==> src/rtl/ascon_pkg.sv <==
// ascon_pkg
// Shared constants and the loader state encoding for the ascon128_decrypt
// front-end (ascon_dec_frame_loader and ascon_word_deser).
//   WORDS_PER_FRAME : 32-bit words per input frame (key, nonce, ct, tag)
//   OUT_WORDS       : 32-bit plaintext words per output frame
//   *_BASE          : index of the first (most significant) word of each field
package ascon_pkg;

    localparam int WORDS_PER_FRAME = 16;
    localparam int OUT_WORDS       = 4;

    localparam logic [3:0] KEY_BASE   = 4'd0;
    localparam logic [3:0] NONCE_BASE = 4'd4;
    localparam logic [3:0] CT_BASE    = 4'd8;
    localparam logic [3:0] TAG_BASE   = 4'd12;

    localparam logic [3:0] LAST_WORD = 4'(WORDS_PER_FRAME - 1);
    localparam logic [1:0] LAST_OUT  = 2'(OUT_WORDS - 1);

    typedef enum logic [2:0] {
        S_LOAD    = 3'd0,
        S_SKIP    = 3'd1,
        S_START   = 3'd2,
        S_WAIT    = 3'd3,
        S_RELEASE = 3'd4,
        S_EMIT    = 3'd5
    } loader_state_t;

endpackage

==> src/rtl/ascon_word_deser.sv <==
// ascon_word_deser
// Collects the 16-word input frame into four 128-bit field registers
// (key, nonce, ct, tag; MSW of each field arrives first) and tracks the
// word position.
//   clk, rst_n            : clock, async active-low reset
//   wr, data, last        : accepted input word and its end-of-frame marker
//   clr                   : drops the frame-complete flag once the frame is taken
//   key/nonce/ct/tag      : field registers, held until the next accepted word
//   full                  : registered, a well-formed frame has been collected
//   early_last            : this accepted word carries last before word 15
//   missing_last          : this accepted word is word 15 without last
module ascon_word_deser
    import ascon_pkg::*;
(
    input  logic         clk,
    input  logic         rst_n,
    input  logic         wr,
    input  logic [31:0]  data,
    input  logic         last,
    input  logic         clr,
    output logic [127:0] key,
    output logic [127:0] nonce,
    output logic [127:0] ct,
    output logic [127:0] tag,
    output logic         full,
    output logic         early_last,
    output logic         missing_last
);

    logic [3:0] count;
    logic [6:0] word_lsb;

    // word 0 of a field lands in bits [127:96], word 3 in [31:0]
    assign word_lsb     = {~count[1:0], 5'b0_0000};
    assign early_last   = wr && last && (count != LAST_WORD);
    assign missing_last = wr && !last && (count == LAST_WORD);

    always_ff @(posedge clk or negedge rst_n) begin
        if (!rst_n) begin
            count <= '0;
            key   <= '0;
            nonce <= '0;
            ct    <= '0;
            tag   <= '0;
            full  <= 1'b0;
        end else begin
            if (clr) begin
                full <= 1'b0;
            end
            if (wr) begin
                case (count[3:2])
                    KEY_BASE[3:2]:   key[word_lsb +: 32]   <= data;
                    NONCE_BASE[3:2]: nonce[word_lsb +: 32] <= data;
                    CT_BASE[3:2]:    ct[word_lsb +: 32]    <= data;
                    TAG_BASE[3:2]:   tag[word_lsb +: 32]   <= data;
                    default: ;
                endcase
                // any frame boundary, good or bad, restarts at word 0
                if (last || (count == LAST_WORD)) begin
                    count <= '0;
                end else begin
                    count <= count + 4'd1;
                end
                if (last && (count == LAST_WORD)) begin
                    full <= 1'b1;
                end
            end
        end
    end

endmodule

==> src/rtl/ascon_dec_frame_loader.sv <==
// ascon_dec_frame_loader
// Front-end for ascon128_decrypt: loads a 16-word frame (key, nonce, ct, tag),
// runs the core's level start/done handshake, then streams the 128-bit
// plaintext out as 4 words with the authentication result.
//   clk, rst_n                       : clock, async active-low reset
//   s_valid/s_ready/s_data/s_last    : 32-bit input word stream
//   core_start, core_key/nonce/ct/tag: request to the decrypt core
//   core_pt, core_tag_valid, core_done : result from the decrypt core
//   m_valid/m_ready/m_data/m_last    : 32-bit plaintext output stream
//   m_auth_fail                      : frame failed authentication (with m_valid)
//   frame_err                        : one-cycle pulse on a malformed input frame
//   timeout_err                      : one-cycle pulse on core timeout
// Optional feature macro: ASCON_LOADER_TIMEOUT_EN adds a WAIT watchdog of
// TIMEOUT_CYCLES cycles; without it timeout_err is tied low.
//
// state     | meaning
// ----------+-----------------------------------------------------------
// S_LOAD    | accepting frame words into the field registers
// S_SKIP    | dropping words of a frame that lacked s_last on word 15
// S_START   | frame complete, raising core_start
// S_WAIT    | core_start high, waiting for core_done
// S_RELEASE | core_start low, waiting for the core to drop core_done
// S_EMIT    | streaming the 4 plaintext words
module ascon_dec_frame_loader
    import ascon_pkg::*;
#(
    parameter int TIMEOUT_CYCLES = 1024
) (
    input  logic         clk,
    input  logic         rst_n,
    input  logic         s_valid,
    output logic         s_ready,
    input  logic [31:0]  s_data,
    input  logic         s_last,
    output logic         core_start,
    output logic [127:0] core_key,
    output logic [127:0] core_nonce,
    output logic [127:0] core_ct,
    output logic [127:0] core_tag,
    input  logic [127:0] core_pt,
    input  logic         core_tag_valid,
    input  logic         core_done,
    output logic         m_valid,
    input  logic         m_ready,
    output logic [31:0]  m_data,
    output logic         m_last,
    output logic         m_auth_fail,
    output logic         frame_err,
    output logic         timeout_err
);

    if (TIMEOUT_CYCLES < 1) begin : g_bad_timeout
        $error("TIMEOUT_CYCLES must be at least 1");
    end

    loader_state_t state;
    logic          wr;
    logic          clr;
    logic          full;
    logic          early_last;
    logic          missing_last;
    logic [127:0]  pt_q;
    logic          tag_ok_q;
    logic          aborted_q;
    logic [1:0]    out_idx;
    logic [31:0]   pt_word;

`ifdef ASCON_LOADER_TIMEOUT_EN
    localparam int TO_W = (TIMEOUT_CYCLES > 1) ? $clog2(TIMEOUT_CYCLES) : 1;
    localparam logic [TO_W-1:0] TO_LOAD = TO_W'(TIMEOUT_CYCLES - 1);
    logic [TO_W-1:0] wait_cnt;
    logic            timeout_q;
    assign timeout_err = timeout_q;
`else
    assign timeout_err = 1'b0;
`endif

    // a collected frame blocks further input until START takes it
    assign s_ready = ((state == S_LOAD) && !full) || (state == S_SKIP);
    assign wr      = s_valid && s_ready && (state == S_LOAD);
    assign clr     = (state == S_START);

    ascon_word_deser u_deser (
        .clk          (clk),
        .rst_n        (rst_n),
        .wr           (wr),
        .data         (s_data),
        .last         (s_last),
        .clr          (clr),
        .key          (core_key),
        .nonce        (core_nonce),
        .ct           (core_ct),
        .tag          (core_tag),
        .full         (full),
        .early_last   (early_last),
        .missing_last (missing_last)
    );

    assign pt_word     = pt_q[{~out_idx, 5'b0_0000} +: 32];
    assign m_valid     = (state == S_EMIT);
    assign m_data      = (m_valid && tag_ok_q) ? pt_word : 32'h0;
    assign m_last      = m_valid && (out_idx == LAST_OUT);
    assign m_auth_fail = m_valid && !tag_ok_q;

    always_ff @(posedge clk or negedge rst_n) begin
        if (!rst_n) begin
            state      <= S_LOAD;
            core_start <= 1'b0;
            frame_err  <= 1'b0;
            pt_q       <= '0;
            tag_ok_q   <= 1'b0;
            aborted_q  <= 1'b0;
            out_idx    <= '0;
`ifdef ASCON_LOADER_TIMEOUT_EN
            wait_cnt   <= '0;
            timeout_q  <= 1'b0;
`endif
        end else begin
            frame_err <= 1'b0;
`ifdef ASCON_LOADER_TIMEOUT_EN
            timeout_q <= 1'b0;
`endif
            case (state)
                S_LOAD: begin
                    if (early_last || missing_last) begin
                        frame_err <= 1'b1;
                    end
                    if (missing_last) begin
                        state <= S_SKIP;
                    end else if (full) begin
                        state <= S_START;
                    end
                end
                S_SKIP: begin
                    if (s_valid && s_last) begin
                        state <= S_LOAD;
                    end
                end
                S_START: begin
                    core_start <= 1'b1;
                    aborted_q  <= 1'b0;
                    state      <= S_WAIT;
`ifdef ASCON_LOADER_TIMEOUT_EN
                    wait_cnt   <= TO_LOAD;
`endif
                end
                S_WAIT: begin
                    if (core_done) begin
                        pt_q       <= core_pt;
                        tag_ok_q   <= core_tag_valid;
                        core_start <= 1'b0;
                        state      <= S_RELEASE;
`ifdef ASCON_LOADER_TIMEOUT_EN
                    end else if (wait_cnt == '0) begin
                        core_start <= 1'b0;
                        timeout_q  <= 1'b1;
                        aborted_q  <= 1'b1;
                        state      <= S_RELEASE;
                    end else begin
                        wait_cnt <= wait_cnt - 1'b1;
`endif
                    end
                end
                S_RELEASE: begin
                    // the core may hold done for a while after start falls
                    if (!core_done) begin
                        out_idx <= '0;
                        state   <= aborted_q ? S_LOAD : S_EMIT;
                    end
                end
                S_EMIT: begin
                    if (m_ready) begin
                        out_idx <= out_idx + 2'd1;
                        if (out_idx == LAST_OUT) begin
                            state <= S_LOAD;
                        end
                    end
                end
                default: state <= S_LOAD;
            endcase
        end
    end

endmodule

==> config.mk <==
export PLATFORM = sky130hd
export DESIGN_NAME = ascon_dec_frame_loader
export DESIGN_NICKNAME = d
export VERILOG_FILES = /design/src/rtl/ascon_pkg.sv /design/src/rtl/ascon_word_deser.sv /design/src/rtl/ascon_dec_frame_loader.sv
export SDC_FILE = /design/constraint.sdc
export NUM_CORES = 1
export LEC_CHECK = 0
export ABC_AREA = 1
export ABC_CLOCK_PERIOD_IN_PS = 3100
export CAP_MARGIN = 40
export CELL_PAD_IN_SITES_DETAIL_PLACEMENT = 0
export CELL_PAD_IN_SITES_GLOBAL_PLACEMENT = 2
export CORE_MARGIN = 8
export CORE_UTILIZATION = 25
export CTS_BUF_LIST = sky130_fd_sc_hd__clkbuf_4
export DETAILED_ROUTE_END_ITERATION = 7
export GPL_ROUTABILITY_DRIVEN = 0
export PLACE_DENSITY = 0.78
export SLEW_MARGIN = 20
export SYNTH_ARGS = -nofsm -noshare
export SYNTH_HDL_FRONTEND = slang
export SYNTH_HIERARCHICAL = 1
export SYNTH_SLANG_ARGS = --single-unit
==> constraint.sdc <==
create_clock -name clk -period 3.1 [get_ports clk]
set_clock_uncertainty 0.15 [all_clocks]
set_input_delay 0.62 -clock clk [delete_from_list [all_inputs] [get_ports clk]]
set_output_delay 0.62 -clock clk [all_outputs]
set_load 0.02 [all_outputs]
* After elaboration in Yosys (flattened, before gate mapping)
Cells that the tools add are included.
** Cells by class
- Add/subtract/negate cells :: 3
- Multiply operators :: 0
- Divide/modulo/power cells :: 0
- $lt $le $gt $ge :: 0
- Equal/unequal tests :: 17
- Shifts and indexed selects :: 3
- Multiplexer cells :: 24
- Bitwise operators :: 2
- Reductions and logical operators :: 30
** Operators with widths (count)
- 128-bit bitwise mux :: 4
- 32-bit by 9-bit variable shift with 128-bit output (first input constant) :: 1
- 128-bit by 8-bit indexed part select with 32-bit output :: 1
- 32-bit by 9-bit indexed part select with 128-bit output :: 1
- 32-bit 2-to-1 mux :: 1
- 3-bit 2-to-1 mux :: 7
- 3-bit one-hot mux with 6 select lines :: 1
- 1-bit logical AND :: 12
- 2-bit AND reduction :: 6
- 7-bit negator with 9-bit output :: 1
- 2-bit equality test (second input constant) :: 3
- 3-bit by 2-bit equality test with 1-bit output (second input constant) :: 2
- 3-bit equality test (second input constant) :: 2
- 1-bit 2-to-1 mux :: 6
- 2-bit by 1-bit inequality test with 1-bit output (second input constant) :: 3
- 6-bit AND reduction :: 1
- 4-bit by 1-bit adder with 4-bit output (second input constant) :: 1
- 4-bit equality test (second input constant) :: 1
- 2-bit 2-to-1 mux :: 2
- 4-bit 2-to-1 mux :: 1
- 2-bit inequality test (second input constant) :: 2
- 4-bit inequality test (second input constant) :: 1
- 2-bit NOT :: 2
- 2-bit one-hot mux with 2 select lines :: 1
- other kinds (11) :: 16
** Word-level totals
- Bits in registers :: 653
- Latch bits :: 0
- Memory bits (writable) :: 0
- Memory bits (read-only) :: 0
- Input bits :: 167
- Output and inout bits :: 551
- Word-level logic and storage cells :: 91
- Memories kept :: 0

* Depth between registers and ports, before layout
Gate-level depths: netlist of run 1.
- Depth after elaboration :: 10
- Gate-level depth with buffers :: 15
- Gate-level depth less buffers :: 14

* Modules after synthesis
Netlist of run 1, hierarchy kept.
** Modules (own cells, without submodules)
- ascon_word_deser :: times used 1, cells an instance 2464, area an instance 20821.2 µm², seq. area each 12937.4 µm²
- ascon_dec_frame_loader :: times used 1, cells an instance 866, area an instance 6368.6 µm², seq. area each 3403.3 µm²

* Worst setup path after synthesis of run 1
Ideal clock, no wire load.
- Path kind :: register -> register
- Start :: reg state[0]
- End :: reg state[0]
- Setup time :: 117 ps
- Arrival time :: 2081 ps
- Data required time :: 2833 ps
- Setup slack :: 752 ps
- Cell stages (with the launch flop) :: 16
- Path buffers :: 1
- Period minus slack after synthesis :: 2348 ps
- Cell sequence :: dfrtp_1 > inv_1 > nand2_1 > nor2_1 > nand2_1 > nor2_1 > buf_4 > nand3_4 > nor3_1 > nor2_1 > nand3_1 > nand2_1 > nor2_1 > nand2_1 > nand2_1 > nand2_1
** Between the ends
- Longest elaborated chain between the ends :: 9
- Elaborated cells on any way between the ends :: 21
- Those cells by class :: eq/ne (11); mux (2); reduce/logical (8)
** Ends and longest elaborated chain
- start: declaration :: line ascon_dec_frame_loader.sv:56 : loader_state_t state;
- start signal: assignment :: line ascon_dec_frame_loader.sv:168 : state <= aborted_q ? S_LOAD : S_EMIT;
- 3-bit zero test :: line ascon_dec_frame_loader.sv:79, ascon_dec_frame_loader.sv:80
- 1-bit logical AND :: line ascon_dec_frame_loader.sv:79 : assign s_ready = ((state == S_LOAD) && !full) || (state == S_SKIP);
- 1-bit logical OR :: line ascon_dec_frame_loader.sv:79
- 1-bit logical AND :: line ascon_dec_frame_loader.sv:80 : assign wr = s_valid && s_ready && (state == S_LOAD);
- 1-bit logical AND * :: line ascon_dec_frame_loader.sv:80
- named net wr :: line ascon_dec_frame_loader.sv:57 : logic wr;
- 1-bit logical AND * (2 in series) :: line ascon_word_deser.sv:36 : assign missing_last = wr && !last && (count == LAST_WORD);
- named net missing_last :: line ascon_dec_frame_loader.sv:61 : logic missing_last;
- 3-bit by 2-bit inequality test with 1-bit output (no source line) or 3-bit 2-to-1 mux (tied branches)
- 6-bit AND reduction (no source line) or 3-bit one-hot mux with 6 select lines (tied branches)
Mark *: on every way through the listed nets, which the timed path passes. The rest lies on a longest branch.
A chain may end at the register's enable or synchronous reset.

* Worst setup path in the final report of run 1
- Start :: reg out_idx[0]
- End :: out m_data[5]
** Between the ends
- Longest elaborated chain between the ends :: 3
** Ends and longest elaborated chain
- start: declaration :: line ascon_dec_frame_loader.sv:65 : logic [1:0] out_idx;
- start signal: assignment :: line ascon_dec_frame_loader.sv:173 : out_idx <= out_idx + 2'd1;
- 2-bit NOT :: line ascon_dec_frame_loader.sv:99 : assign pt_word = pt_q[{~out_idx, 5'b0_0000} +: 32];
- 128-bit by 8-bit indexed part select with 32-bit output :: line ascon_dec_frame_loader.sv:99
- 32-bit 2-to-1 mux :: line ascon_dec_frame_loader.sv:101 : assign m_data = (m_valid && tag_ok_q) ? pt_word : 32'h0;
- end: declaration :: line ascon_dec_frame_loader.sv:45 : output logic [31:0] m_data,
Every way passes these cells.

==> results of run 1 <==
==> worst register-to-register path, cell delays in order (launching register included) <==
cell,delay (ps)
dfrtp_1,400
buf_6,140
inv_6,60
nand2_4,50
buf_4,140
nor2_1,150
nand2_1,80
nor2_2,170
buf_12,190
nand3_4,150
nor3_1,180
buf_4,160
nor2_1,50
nand3_1,90
nand2_1,60
nor2_1,140
buf_4,150
nand3_1,60
nand2_1,80
==> where the power goes <==
group / internal, mW / switching (mW)
clock network: 4.24 / 4.13
registers: 10.4 / 1.36
logic: 4.17 / 7.10
total: 18.8 / 12.6
==> metrics by stage <==
step	hold slack (ps)	setup TNS (ps)
after detailed placement	303	0
after floorplan	174	0
after global routing	40.2	-12500
after CTS	18.1	-10570
after global placement	298	0
final	163	-4330
==> kinds of logic (layout without fill, tap and decap cells) <==
group           count (synthesis)  in the layout  share of synthesized area
fa+ha+maj                       6              6                    0.00276
compound gates                169            169                     0.0313
buf+inv                       228           1342                     0.0389
flops                         653            653                      0.601
simple gates                 2272           2272                      0.326
xor+xnor                        1              1                   0.000322
other cells                     1             13                   0.000138
==> cells in the mapped netlist <==
library cell and number:
nand3_4 1, inv_4 2, a21oi_1 34, buf_4 10
xor2_1 1, nor3_1 2, nand4_4 1, a211oi_1 1
inv_1 18, nand4_2 6, nor2_2 15, clkbuf_1 50
nand3_2 4, inv_2 20, buf_2 121, ha_1 6
conb_1 1, buf_6 1, o21ai_0 99, buf_1 5
nand4_1 4, nor2_4 3, o21ai_1 33, nand2_2 1
o22ai_1 1, clkbuf_2 1, nand3_1 111, nand2_1 1863
o211ai_1 1, nor2_1 261, dfrtp_1 653
==> cell type report <==
cell class | instances | area [µm²] | share of cell area
repair buffers | 980 | 10000 | 0.246
inverters | 40 | 174 | 0.00425
flip-flops and latches | 653 | 16300 | 0.400
diodes | 12 | 30.0 | 0.000734
clock inverters | 46 | 299 | 0.00731
multi-input cells | 2449 | 10200 | 0.248
well taps | 1414 | 1770 | 0.0433
clock buffers | 276 | 2070 | 0.0507
==> per-layer routing <==
layer  wire [µm]  global-route usage  up-vias
met5          39                   0        -
met4        4550              0.0782        6
met3       13200              0.0915      233
met2       62800               0.356     1006
met1       54600               0.260    12371
li1            -                   -    12346
==> path summary, 6_finish.rpt <==
kind	start	end	slack [ps]
setup / recovery	out_idx[0]	m_data[5]	-200
hold / removal	s_data[22]	u_deser/tag[22]	160
setup reg to reg	state[0]	state[2]	380
hold reg to reg	u_deser/tag[60]	u_deser/tag[60]	320
max in group asynchronous	rst_n	pt_q[110]	1530
min in group asynchronous	rst_n	u_deser/nonce[38]	630
==> flip-flops by register name, summed over array words and instances (netlist names), 2 cells and up <==
name / count
u_deser/ct: 128
u_deser/key: 128
u_deser/count: 4
pt_q: 128
u_deser/nonce: 128
out_idx: 2
state: 3
u_deser/tag: 128
==> timing repair <==
| action | 4_1_cts | 5_1_grt |
|---|---|---|
| setup endpoints to repair | 129 | 34 |
| pin swaps | 41 | 33 |
| resized for setup | 408 | 50 |
| buffers inserted | 11 | 4 |
| hold buffers | 136 | 0 |
| cloned | 9 | 1 |
| hold endpoints to repair | 786 | 0 |
==> impl_results.md, run 1 <==
* Rel. slew slack at 0.531
* Top cell family by delay on the critical path: buffers and inverters
* Initial Utilization at 0.251
* TritonRoute pass-1 iters at 6
* Clk sinks at 653
* Most common cell after layout, fill and taps aside: nand2_1
* Std-Cell Rows at 121
* Worst path bufs/invs at 4
* Nets at 4489
* Die X at 346 µm
* Worst EP required at 2330 ps
* Most frequent cells in the layout: nand2_1, dfrtp_1, clkdlybuf4s50_1, clkbuf_4, nor2_1
* Power, Total at 31.4 mW
* Peak supply drop at 0.000383 V
* CP Depth at 8
* Clk slew on worst S/H paths at 60 ps
* Clk root buf: clkbuf_4
* Net Count, Synth at 3503
* Worst path slowest cell: dfrtp_2
* Final setup margin at -197 ps
* Largest area contributor in the netlist: dfrtp_1
* Fmax at 0.303 GHz
* First-pass GRT wire length at 194000 µm
* Area contributors post-synth: dfrtp_1, nand2_1, nor2_1
* Area post-placement at 36500 µm²
* Synth cell types at 31
* Dpl ws at 306 ps
* Core Area at 108000 µm²
* Cell count after synthesis at 3330
* Avg WL per Cell at 23.0 µm
* Final Cell Area at 40900 µm²
* RSZ-0062 raised after global routing: true
* Syn avg cell area at 8.17 µm²
* Vias in the first global route at 26841
* Layout cell share with drive strength beyond 1 at 0.132
* Largest stage delay on the critical path at 370 ps
* Critical path arrival at 2530 ps
* Remaining global-route overflow at 0
* Worst-path fanout max at 7
* Antenna violations before repair at 7
* Hold path depth at 3
* Startpoint Class: flop
* Fin util at 0.377
* Layout Cells excl Fill at 5870
* Fin crit period at 3300 ps
* Reg2reg path depth at 18
* Via count at 25962
* Top cell type's share of synthesized area at 0.601
* Total Wirelength at 135000 µm
* Synth warnings at 6
* Iter 0 DRT Violations at 1591
* Most used cell, CP: buf_12
* Critical path type: flop to output pin
* CTS Buf Count at 192
* Layout area overhead at 50.4%
* Worst skew pair latency at 1110 ps
* Largest net degree at the start of global routing at 83
* CTS tree: yes
* Die height at 346 µm
* Outcome: complete, but fails checks
* P_leak at 20.9 nW
* Die footprint at 120000 µm²
* Via/cell ratio at 4.42
* Clock buffer depth at 3
* Total track usage at 0.219
* Slew Viols, Final at 0
* Final Hold Vio Count at 0
* Routed Antenna Nets at 0
* Remaining DRCs at 0
* Final setup vio count at 33
* Max_cap viols at 0
* CTS H-tree depth at 4
* Failing checks: setup timing
* Worst-Margin Slew at 702 ps
* Placed Cells at 5379
* Mapped Area at 27200 µm²
* Number of port buffers at 716
* Filler Cell Count at 11201
* Final period util at 1.06
* PwrDens at 769 nW/µm²
* Worst min path class: primary input to flop
* Critical Path, Cell by Cell: buf_12 -> buf_12 -> buf_16 -> nor2_2 -> nor2_1 -> o21ai_1 -> a21oi_1 -> buf_4
* IO Pins at 718
* Crit end category: output pin
* Post-DP HPWL at 95400 µm
* Sequential-to-total area share from yosys stat at 0.601
* Number of synthesized register bits at 653
No activity file was read; power rests on OpenSTA's default activity.
==> run 2: changes to the inputs <==
- CORE_MARGIN: 8 -> 2
==> run 2 against run 1 <==
Core utilization grew 0.54 points; clock power shrank 1%; first-iteration DRC count shrank 5.5%; worst hold slack gained 3.8 ps; setup slack gained 40 ps; die area shrank 6.8%; wire length shrank 3.7%; clock-buffer cell count grew 5; sequential cell count is the same; fmax grew 1.2%; register-to-register slack is essentially flat; the run still ends with setup timing left.
==> impl_results.md, run 2 (same netlist as run 1, synthesis figures left out) <==
* Final period util at 1.05 (was 1.06)
* Antenna violations before repair at 11 (was 7)
* Setup slack, reg-to-reg at 390 ps (was 380 ps)
* IO Pins at 718 (unchanged)
* Hold Path Origin: core_pt[31] (was s_data[22])
* Avg WL per Cell at 22.2 µm (was 23.0 µm)
* Worst-Margin Slew at 767 ps (was 702 ps)
* Routed Antenna Nets at 0 (unchanged)
* Worst min path class: primary input to flop (unchanged)
* CTS Buf Count at 189 (was 192)
* Most frequent cells in the layout: nand2_1, clkdlybuf4s50_1, dfrtp_1, clkbuf_4, nor2_1 (was nand2_1, dfrtp_1, clkdlybuf4s50_1, clkbuf_4, nor2_1)
* Clk sinks at 653 (unchanged)
* Area post-placement at 36400 µm² (was 36500 µm²)
* Nets at 4484 (was 4489)
* Remaining global-route overflow at 0 (unchanged)
* Die X at 334 µm (was 346 µm)
* Final setup vio count at 32 (was 33)
* Core Area at 108000 µm² (about the same)
* Worst skew pair latency at 1050 ps (was 1110 ps)
* Die footprint at 111000 µm² (was 120000 µm²)
* Layout area overhead at 51.3% (was 50.4%)
* Initial Utilization at 0.253 (was 0.251)
* Dpl ws at 107 ps (was 306 ps)
* Worst-path fanout max at 8 (was 7)
* Die height at 334 µm (was 346 µm)
* Layout cell share with drive strength beyond 1 at 0.138 (was 0.132)
* Number of port buffers at 716 (unchanged)
* Worst reg2reg endpoint: u_deser/ct[106] (was state[2])
* Largest stage delay on the critical path at 500 ps (was 370 ps)
* Crit end category: output pin (unchanged)
* Reg2reg path depth at 7 (was 18)
* Final Cell Area at 41100 µm² (was 40900 µm²)
* Setup TNS at -3000 ps (was -4330 ps)
* Failing checks: setup timing (unchanged)
* Peak supply drop at 0.000398 V (was 0.000383 V)
* PwrDens at 766 nW/µm² (was 769 nW/µm²)
* Worst Hold Path EP: pt_q[31] (was u_deser/tag[22])
* Fmax at 0.307 GHz (was 0.303 GHz)
* Total track usage at 0.228 (was 0.219)
* P_leak at 20.7 nW (was 20.9 nW)
* RSZ-0062 raised after global routing: true (unchanged)
* Worst path slowest cell: dfrtp_4 (was dfrtp_2)
* Fin crit period at 3260 ps (was 3300 ps)
* Outcome: complete, but fails checks (unchanged)
* Worst EP required at 2330 ps (about the same)
* Power, Total at 31.5 mW (was 31.4 mW)
* Critical Path, Cell by Cell: buf_6 -> clkinv_8 -> buf_12 -> clkbuf_16 -> o21ai_1 -> a21oi_1 -> buf_4 (was buf_12 -> buf_12 -> buf_16 -> nor2_2 -> nor2_1 -> o21ai_1 -> a21oi_1 -> buf_4)
* Clock buffer depth at 3 (unchanged)
* Iter 0 DRT Violations at 1504 (was 1591)
* Std-Cell Rows at 120 (was 121)
* Rel. slew slack at 0.488 (was 0.531)
* Most common cell after layout, fill and taps aside: nand2_1 (unchanged)
* Clk slew on worst S/H paths at 70 ps (was 60 ps)
* Total Wirelength at 130000 µm (was 135000 µm)
* First-pass GRT wire length at 186000 µm (was 194000 µm)
* Critical path type: flop to output pin (unchanged)
* Startpoint Class: flop (unchanged)
* Critical path arrival at 2490 ps (was 2530 ps)
* Max_cap viols at 0 (unchanged)
* Remaining DRCs at 0 (unchanged)
* Final Hold Vio Count at 0 (unchanged)
* Clk root buf: clkbuf_4 (unchanged)
* Vias in the first global route at 26538 (was 26841)
* TritonRoute pass-1 iters at 5 (was 6)
* Worst r2r src: u_deser/count[0] (was state[0])
* CTS H-tree depth at 4 (unchanged)
* Via count at 25900 (was 25962)
* CTS tree: yes (unchanged)
* Hold path depth at 3 (unchanged)
* Post-DP HPWL at 89500 µm (was 95400 µm)
* Final setup margin at -157 ps (was -197 ps)
* Slew Viols, Final at 0 (unchanged)
* Via/cell ratio at 4.41 (was 4.42)
* Largest net degree at the start of global routing at 131 (was 83)
* Hold WS at 167 ps (was 163 ps)
==> run 2: how the worst max path moves through the flow <==
stage / cells past startpoint / end / from
after floorplan: 15 / state[0] / state[0]
after global placement: 14 / state[0] / s_valid
after detailed placement: 14 / state[0] / s_valid
after CTS: 8 / m_data[9] / out_idx[0]
after global routing: 7 / m_data[19] / out_idx[0]
final: 7 / m_data[20] / out_idx[0]
==> run 2: timing repair <==
action,4_1_cts,5_1_grt
gates resized for setup,328,100
buffers inserted,13,10
hold buffers,131,0
setup endpoints to repair,57,35
cloned,8,6
endpoints found under the hold margin,782,0
pin swaps,39,35
==> run 2: routing by layer <==
layer,wire length [µm],up-vias,track usage
met4,3870,14,0.0763
met3,12500,198,0.0935
li1,-,12328,-
met2,61600,909,0.375
met1,52100,12451,0.268
met5,95,-,0
==> run 2: per-stage QoR <==
stage,util,cells
2_1_floorplan,-,3330
4_1_cts,0.378,5844
6_report,0.383,5868
5_1_grt,0.383,5866
3_5_place_dp,0.338,5356
3_3_place_gp,0.338,5356
==> run 2: layout make-up <==
type,count,area [µm²]
antenna,9,22.5
inverter,40,174
clock buffer,281,2110
timing repair buffer,978,10200
fill,11091,66400
multi-input combinational,2449,10200
clock inverter,55,285
tap,1403,1760
sequential,653,16300
==> run 2: worst max-delay path, delay by kind of cell, from the launching register on <==
family | cells | cell delay, ps
DFF | 1 | 500
AOI/OAI and AO/OA | 2 | 240
buffers and inverters | 5 | 700
==> run 2: report_power, final <==
| part | switching [mW] | total (mW) | internal [mW] | leakage (nW) |
|---|---|---|---|---|
| sequential | 1.38 | 11.8 | 10.4 | 8.86 |
| combinational | 7.09 | 11.4 | 4.34 | 10.4 |
| clock | 4.10 | 8.28 | 4.17 | 1.43 |
==> run 3: changes to the inputs <==
- TNS_END_PERCENT: default -> 1
==> run 3 against run 2 <==
The run still ends with setup timing left; sequential power barely moved; combinational power fell by 6%; clock power barely moved; first-iteration DRC count fell by 1.7%; non-clock buffer count fell by 28; clock-buffer cell count did not move; critical path depth did not move; sequential cell count did not move; cell count fell by 0.44%; largest cell class unchanged.
==> impl_results.md, run 3 (same netlist as run 1, synthesis figures left out) <==
* Outcome: complete, but fails checks (unchanged)
* Failing checks: setup timing (unchanged)
* Clk sinks at 653 (unchanged)
* Total track usage at 0.227 (was 0.228)
* Critical path arrival at 2500 ps (was 2490 ps)
* CTS Buf Count at 189 (unchanged)
* Sequential cell area at 16300 µm² (unchanged)
* Via/cell ratio at 4.40 (was 4.41)
* Critical path type: flop to output pin (unchanged)
* RSZ-0062 raised after global routing: true (unchanged)
* Clk slew on worst S/H paths at 60 ps (was 70 ps)
* Filler Cell Count at 11174 (was 11091)
* Worst EP required at 2330 ps (about the same)
* Clk root buf: clkbuf_4 (unchanged)
* Remaining global-route overflow at 0 (unchanged)
* Power, Total at 30.7 mW (was 31.5 mW)
* PwrDens at 762 nW/µm² (was 766 nW/µm²)
* CTS tree: yes (unchanged)
* Reg2reg path depth at 17 (was 7)
* Layout area overhead at 48.3% (was 51.3%)
* Core Area at 108000 µm² (unchanged)
* Worst min path class: primary input to flop (unchanged)
* Hold WS at 160 ps (was 167 ps)
* Avg WL per Cell at 21.9 µm (was 22.2 µm)
* Final Hold Vio Count at 0 (unchanged)
* Worst-path fanout max at 8 (unchanged)
* Initial Utilization at 0.253 (unchanged)
* Die height at 334 µm (unchanged)
* Total Wirelength at 128000 µm (was 130000 µm)
* Slew Viols, Final at 0 (unchanged)
* First-pass GRT wire length at 185000 µm (was 186000 µm)
* Clock buffer depth at 3 (unchanged)
* IO Pins at 718 (unchanged)
* Fmax at 0.306 GHz (was 0.307 GHz)
* Fin crit period at 3270 ps (was 3260 ps)
* Iter 0 DRT Violations at 1479 (was 1504)
* Antenna violations before repair at 11 (unchanged)
* Die footprint at 111000 µm² (unchanged)
* Layout cell share with drive strength beyond 1 at 0.117 (was 0.138)
* Multi-input logic area at 9890 µm² (was 10200 µm²)
* CTS H-tree depth at 4 (unchanged)
* Rel. slew slack at 0.483 (was 0.488)
* Hold path depth at 3 (unchanged)
* Via count at 25725 (was 25900)
* Nets at 4456 (was 4484)
* Largest net degree at the start of global routing at 131 (unchanged)
* Remaining DRCs at 0 (unchanged)
* Worst-Margin Slew at 773 ps (was 767 ps)
* Std-Cell Rows at 120 (unchanged)
* Final period util at 1.05 (about the same)
* Most common cell after layout, fill and taps aside: nand2_1 (unchanged)
* Max_cap viols at 0 (unchanged)
* Startpoint Class: flop (unchanged)
* P_leak at 20.4 nW (was 20.7 nW)
* Peak supply drop at 0.000398 V (about the same)
* Final setup vio count at 33 (was 32)
* Routed Antenna Nets at 0 (unchanged)
* Post-DP HPWL at 89500 µm (unchanged)
* Most frequent cells in the layout: nand2_1, clkdlybuf4s50_1, dfrtp_1, clkbuf_4, nor2_1 (unchanged)
* Vias in the first global route at 26363 (was 26538)
* Final setup margin at -168 ps (was -157 ps)
* Setup slack, reg-to-reg at 360 ps (was 390 ps)
* Number of port buffers at 716 (unchanged)
* TritonRoute pass-1 iters at 5 (unchanged)
* Crit end category: output pin (unchanged)
* Die X at 334 µm (unchanged)
* Worst skew pair latency at 1050 ps (about the same)
run 3: path summary, 6_finish.rpt:
path,to,start
min in group asynchronous,u_deser/ct[43],rst_n
worst max register to register,state[0],state[0]
max in group asynchronous,pt_q[85],rst_n
worst max-delay path,m_data[13],out_idx[0]
worst min register to register,pt_q[21],pt_q[21]
worst min-delay path,pt_q[31],core_pt[31]
run 3: cell type report:
cell class                 instances  area share
antenna                           11    0.000683
clock buffer                     281      0.0523
clock inverter                    55     0.00708
inverter                          40     0.00407
multi-input combinational       2449       0.245
sequential                       653       0.405
tap                             1403      0.0435
timing repair buffer             950       0.241
run 3: stage by stage:
stage	utilization	std cells	area [µm²]	worst slack, ps	setup TNS (ps)
after floorplan	-	3330	27200	752	0
after global placement	0.338	5356	36400	69.8	0
after detailed placement	0.338	5356	36400	107	0
after CTS	0.374	5833	40300	-380	-11760
after global routing	0.375	5838	40300	-382	-10880
final	0.375	5842	40300	-168	-3070
run 3: worst max-delay path, stage by stage (launching register included):
cell	delay [ps]
dfrtp_4	570
buf_12	170
buf_4	130
nor2_1	40
nor2_1	80
o21ai_0	80
a21oi_1	180
buf_4	170
run 3: what timing repair did:
action,4_1_cts,5_1_grt
pin swaps,7,9
hold endpoints to repair,782,0
buffers inserted,6,0
hold buffers,131,0
cloned,4,0
endpoints found under the setup margin,57,47
gates resized for setup,171,74
run 3: per-layer routing:
metal  share of wire  wire [µm]  vias up  track usage
met5         0.00074         95        -            0
met4           0.027       3420       14       0.0733
met3           0.093      11900      190       0.0910
met2            0.47      60600      913        0.374
met1            0.41      52100    12343        0.269
li1                -          -    12265            -
run 3: where the power goes:
| group | total [mW] | internal [mW] | switching, mW |
|---|---|---|---|
| sequential | 11.7 | 10.4 | 1.26 |
| combinational | 10.7 | 3.92 | 6.83 |
| clock | 8.27 | 4.17 | 4.10 |
